File: src/rtl/myfifo_pkg.sv
// myfifo_pkg: shared widths, FSM states and header magic for the packet FIFO read side.
package myfifo_pkg;
   localparam int DATA_W = 64;
   localparam int USEDW_W = 8;
   localparam logic [15:0] HDR_MAGIC = 16'hA5A5;
   typedef enum logic [1:0] {IDLE, HDR, PKT} state_t;
endpackage

File: src/rtl/myfifo_rd_skid.sv
// myfifo_rd_skid: 2-entry valid/ready skid buffer; occupancy is exported for read-credit accounting.
module myfifo_rd_skid #(
   parameter int W = 66
) (
   input  logic         clk,
   input  logic         reset,
   input  logic         push_i,
   input  logic [W-1:0] push_data_i,
   input  logic         pop_i,
   output logic         valid_o,
   output logic [W-1:0] data_o,
   output logic [1:0]   occ_o
);
   logic [W-1:0] mem_q [2];
   logic wr_q, rd_q, pop;
   logic [1:0] occ_q;
   assign valid_o = occ_q != 2'd0;
   assign pop = valid_o & pop_i;
   assign data_o = valid_o ? mem_q[rd_q] : '0;
   assign occ_o = occ_q;
   always_ff @(posedge clk) begin
      if (push_i) mem_q[wr_q] <= push_data_i;
      if (reset) begin
         wr_q  <= 1'b0;
         rd_q  <= 1'b0;
         occ_q <= 2'd0;
      end else begin
         wr_q  <= wr_q ^ push_i;
         rd_q  <= rd_q ^ pop;
         occ_q <= occ_q + 2'(push_i) - 2'(pop);
      end
   end
endmodule

File: src/rtl/myfifo_pkt_reader.sv
// myfifo_pkt_reader: drains whole PKT_WORDS packets from the FIFO read side onto Avalon-ST.
// Defining PKT_HDR_EN prepends a header beat {A5A5, seq, PKT_WORDS, 0000} to every packet.
module myfifo_pkt_reader #(
   parameter int DATA_W    = myfifo_pkg::DATA_W,
   parameter int USEDW_W   = myfifo_pkg::USEDW_W,
   parameter int PKT_WORDS = 32
) (
   input  logic               clk,
   input  logic               reset,
   input  logic               cfg_enable,
   input  logic [DATA_W-1:0]  fifo_q,
   input  logic [USEDW_W-1:0] fifo_rdusedw,
   input  logic               fifo_rdfull,
   input  logic               fifo_rdempty,
   output logic               fifo_rdreq,
   output logic [DATA_W-1:0]  src_data,
   output logic               src_valid,
   input  logic               src_ready,
   output logic               src_sop,
   output logic               src_eop,
   output logic [2:0]         src_empty,
   output logic [31:0]        pkt_count,
   output logic               underrun_err
);
   import myfifo_pkg::*;
   localparam logic [USEDW_W:0] PW = (USEDW_W+1)'(PKT_WORDS);
   localparam logic [USEDW_W:0] LAST = (USEDW_W+1)'(PKT_WORDS - 1);
   state_t state_q, state_d;
   logic [USEDW_W:0] req_cnt_q, req_cnt_d, avail;
   logic inflight_q, fl_sop_q, fl_eop_q, xfer, push, push_sop, push_eop;
   logic [1:0] occ, used;
   logic [DATA_W-1:0] hdr_word, push_data;
   logic [DATA_W+1:0] out_bus;
`ifdef PKT_HDR_EN
   localparam state_t FIRST = HDR;
   localparam logic HDR_EN = 1'b1;
   logic [15:0] seq_q;
   always_ff @(posedge clk) seq_q <= reset ? '0 : seq_q + 16'(state_q == HDR);
   assign hdr_word = DATA_W'({HDR_MAGIC, seq_q, 16'(PKT_WORDS), 16'h0000});
`else
   localparam state_t FIRST = PKT;
   localparam logic HDR_EN = 1'b0;
   assign hdr_word = '0;
`endif
   assign avail = fifo_rdfull ? {1'b1, {USEDW_W{1'b0}}} : {1'b0, fifo_rdusedw};
   assign xfer = src_valid & src_ready;
   // A beat leaving this cycle frees its slot, which keeps 1 beat/cycle with only 2 slots.
   assign used = occ + {1'b0, inflight_q} - {1'b0, xfer};
   assign fifo_rdreq = state_q == PKT && req_cnt_q < PW && used < 2'd2;
   assign push = inflight_q | (state_q == HDR);
   assign push_data = inflight_q ? fifo_q : hdr_word;
   assign push_sop = inflight_q ? fl_sop_q : 1'b1;
   assign push_eop = inflight_q & fl_eop_q;
   assign src_empty = 3'd0;
   always_comb begin
      state_d = state_q;
      req_cnt_d = state_q == IDLE ? '0 : req_cnt_q + (USEDW_W+1)'(fifo_rdreq);
      if (state_q == IDLE && cfg_enable && avail >= PW) state_d = FIRST;
      else if (state_q == HDR) state_d = PKT;
      else if (state_q == PKT && xfer && src_eop) state_d = IDLE;
   end
   always_ff @(posedge clk) begin
      if (reset) begin
         state_q      <= IDLE;
         req_cnt_q    <= '0;
         inflight_q   <= 1'b0;
         fl_sop_q     <= 1'b0;
         fl_eop_q     <= 1'b0;
         pkt_count    <= '0;
         underrun_err <= 1'b0;
      end else begin
         state_q      <= state_d;
         req_cnt_q    <= req_cnt_d;
         inflight_q   <= fifo_rdreq;
         fl_sop_q     <= !HDR_EN && req_cnt_q == '0;
         fl_eop_q     <= req_cnt_q == LAST;
         pkt_count    <= pkt_count + 32'(xfer & src_eop);
         underrun_err <= underrun_err | (fifo_rdreq & fifo_rdempty);
      end
   end
   myfifo_rd_skid #(.W(DATA_W + 2)) u_skid (
      .clk         (clk),
      .reset       (reset),
      .push_i      (push),
      .push_data_i ({push_data, push_sop, push_eop}),
      .pop_i       (src_ready),
      .valid_o     (src_valid),
      .data_o      (out_bus),
      .occ_o       (occ)
   );
   assign {src_data, src_sop, src_eop} = out_bus;
endmodule

File: config.mk
export PLATFORM = sky130hd
export DESIGN_NAME = myfifo_pkt_reader
export DESIGN_NICKNAME = d
export VERILOG_FILES = /design/src/rtl/myfifo_pkg.sv /design/src/rtl/myfifo_rd_skid.sv /design/src/rtl/myfifo_pkt_reader.sv
export SDC_FILE = /design/constraint.sdc
export NUM_CORES = 1
export LEC_CHECK = 0
export ABC_CLOCK_PERIOD_IN_PS = 2700
export CORE_ASPECT_RATIO = 0.5
export CORE_UTILIZATION = 35
export DETAILED_ROUTE_END_ITERATION = 12
export GPL_ROUTABILITY_DRIVEN = 0
export PLACE_DENSITY = 0.71
export SLEW_MARGIN = 0
export SYNTH_ARGS = -nofsm -noshare
export SYNTH_HDL_FRONTEND = slang
export SYNTH_SLANG_ARGS = --single-unit
export TNS_END_PERCENT = 50
File: constraint.sdc
create_clock -name clk -period 2.7 [get_ports clk]
set_clock_uncertainty 0.05 [all_clocks]
set_input_delay 0.54 -clock clk [delete_from_list [all_inputs] [get_ports clk]]
set_output_delay 0.54 -clock clk [all_outputs]
set_load 0.01 [all_outputs]
==> impl_metrics.ini <==
[finish]
nets = 886
final_layout_size_suffix_gt1_share_pct = 9.09
synthToLayoutAreaGrowth_pct = 37.1
fin_cells = 1106
fin_util_pct = 50.1
antennaDiodeCount = 0

[floorplan]
coreArea_um2 = 21000
dieArea_um2 = 22600
die_y_um = 107
ios = 182
row_count = 37
initial_utilization_pct = 36.5
die_w_um = 211

[setup_path]
cp-start-kind = flop
arrival_ns = 2.85
cp_max_fo = 12
crit_required_ns = 3.00
cp-end-kind = flop
critPathKind = reg2reg

[logic_synthesis]
synth-seq-area-share_pct = 64.7
ys.flop_type = edfxtp_1
postSynthAreaPerCell_um2 = 12.4
synth.distinct_cells = 34
synth-async-reset-ratio_pct = 0
syn_inst = 617
ys_ff_latch = 182
ys_warn_count = 0
synth_edf_count = 132
syn_area_um2 = 7670

[placement]
pre_cts_slack_ns = -0.766
dpl.cell_count = 1073
dp_hpwl_um = 11100
numPortBuffers = 173

[timing]
setup_violations = 0
fin_crit_ns = 2.55
tightest_slew_ns = 0.617
slew_viol_final = 0
maxSlewHeadroom_pct = 58.9
grt_setup_unrepaired = no
hold_viol_final = 0
fmax_mhz = 393
fin_ws_ns = 0.155
finalCritPeriodShare_pct = 94.3

[pwr]
peakVddDrop_mv = 0.389
pwr_density_cell_nw_per_um2 = 565
p_leak_nw = 3.53

[global_routing]
antenna_found_initial = 0
grt_max_degree = 69
grt_usage_pct = 15.5
grt_pass1_wl_um = 27200
grt_overflow = 0
grt_pass1_vias = 5473

[outcome]
outcome = finished clean

[drt]
first_pass_iters = 4
vias = 5179
post_drt_wl_per_cell_um = 15.6
drc = 0
avgViaCountPerCell = 4.68
wirelength_um = 17200
drt_first_iter_violations = 244
drtAntennaViolNets = 0

[clock_tree]
clk_path_buf_depth = 2
clock-root-buffer = clkbuf_16
clk_latency_ns = 0.42
cts_tree = built
cts_hold_buf = 0
clkSlewWorstSetupHoldPaths_ns = 0.07
htreeDepth = 4
numClockSinks = 182
cts-buffers-inserted = 17
post_cts_buffers = 0

[worst_hold_path]
hold_class = reg2reg

[job]
drv_cap = 0
-- metal layers --
layer / share of wire (%) / vias to the layer above / GRT usage, %
li1: - / 2552 / -
met1: 44 / 2523 / 18.0
met4: 1.2 / 0 / 5.49
met3: 2.6 / 14 / 3.05
met2: 52 / 90 / 28.6
met5: 0 / - / 0
-- cells in the final DEF, fill, tap and decap left out, drive strengths merged, types with 14 or more instances in the layout --
cell           count
buf               22
edfxtp           132
mux2i             67
nand4             14
dfxtp             50
clkdlybuf4s50    171
inv               19
and2              69
nor2             103
clkbuf            19
-- synth_stat cells, types with 3 or more instances --
library cell | n | share of area [%]
clkbuf_1 | 18 | 0.88
or4_1 | 8 | 0.78
and2_1 | 69 | 5.6
mux2i_1 | 67 | 8.7
edfxtp_1 | 132 | 52
inv_1 | 13 | 0.64
buf_1 | 9 | 0.44
xnor2_1 | 9 | 1.0
xor2_1 | 12 | 1.4
nor2b_1 | 12 | 0.98
dfxtp_1 | 50 | 13
nor4_1 | 6 | 0.49
and4_1 | 4 | 0.46
nor2_1 | 103 | 5.0
buf_4 | 3 | 0.29
ha_1 | 7 | 1.1
mux2_2 | 8 | 1.2
nand2_1 | 12 | 0.59
nand3_1 | 13 | 0.85
and3_1 | 4 | 0.33
nor3_1 | 9 | 0.59
o21ai_0 | 6 | 0.39
a21oi_1 | 11 | 0.72
o31ai_1 | 5 | 0.49
nand4_1 | 13 | 1.1
or3_1 | 4 | 0.33
-- cell families after synthesis --
group | Yosys count | synth area share, %
mux | 75 | 9.91
simple gates | 260 | 17.4
flops | 182 | 64.7
compound gates | 25 | 1.92
xor+xnor | 21 | 2.40
buf+inv | 46 | 2.45
fa+ha+maj | 7 | 1.14
other cells | 1 | 0.0489
-- worst paths after layout --
kind | to | from | cells past startpoint | slack [ns]
worst max-delay path | pkt_count[30] | u_skid.rd_q | 8 | 0.15
worst max register to register | pkt_count[30] | u_skid.rd_q | 8 | 0.15
worst min-delay path | fl_sop_q | req_cnt_q[0] | 1 | 0.42
worst min register to register | fl_sop_q | req_cnt_q[0] | 1 | 0.42
-- worst max-delay path, cell delays in order, from the launching register on --
cell,delay [ns]
dfxtp_4,0.38
mux2i_1,0.16
nor2_2,0.20
ha_1,0.22
ha_1,0.19
nand4_2,0.12
or4_4,0.51
or4_1,0.50
a21oi_1,0.15
-- stage by stage --
stage | instance area [um^2] | power [mW] | hold slack [ns] | TNS, ns
2_1_floorplan | 7680 | 3.34 | 0.376 | 0
3_3_place_gp | 9900 | 3.58 | 0.416 | -7.54
3_5_place_dp | 9900 | 3.59 | 0.426 | -8.82
4_1_cts | 10500 | 6.00 | 0.434 | 0
5_1_grt | 10500 | 6.16 | 0.438 | 0
6_report | 10500 | 5.95 | 0.423 | 0
-- report_power, final --
group	switching, mW	internal [mW]	total, mW
clock	1.12	1.30	2.42
sequential	0.0172	3.05	3.07
combinational	0.214	0.248	0.462
total	1.35	4.59	5.95
-- flip-flops by register name, indices dropped and copies added, names as in the netlist --
register / count
req_cnt_q: 9
fl_sop_q: 1
state_q: 1
pkt_count: 32
u_skid.mem_q: 132
underrun_err: 1
u_skid.rd_q: 1
u_skid.wr_q: 1
inflight_q: 1
u_skid.occ_o: 2
fl_eop_q: 1
-- repair_timing --
action                                  CTS  global route
pin swaps                                 0             2
endpoints found under the setup margin   10            29
gates resized for setup                   5             4
gates cloned                              0             1
-- layout make-up --
type,instances,area (um^2)
Clock buffer,17,425
Fill cell,1879,10500
Tap cell,292,365
Sequential cell,182,4970
Inverter,13,48.8
Multi-Input combinational cell,391,2580
Clock inverter,15,148
Timing Repair Buffer,196,1990
(Power assumes the default switching activity.)
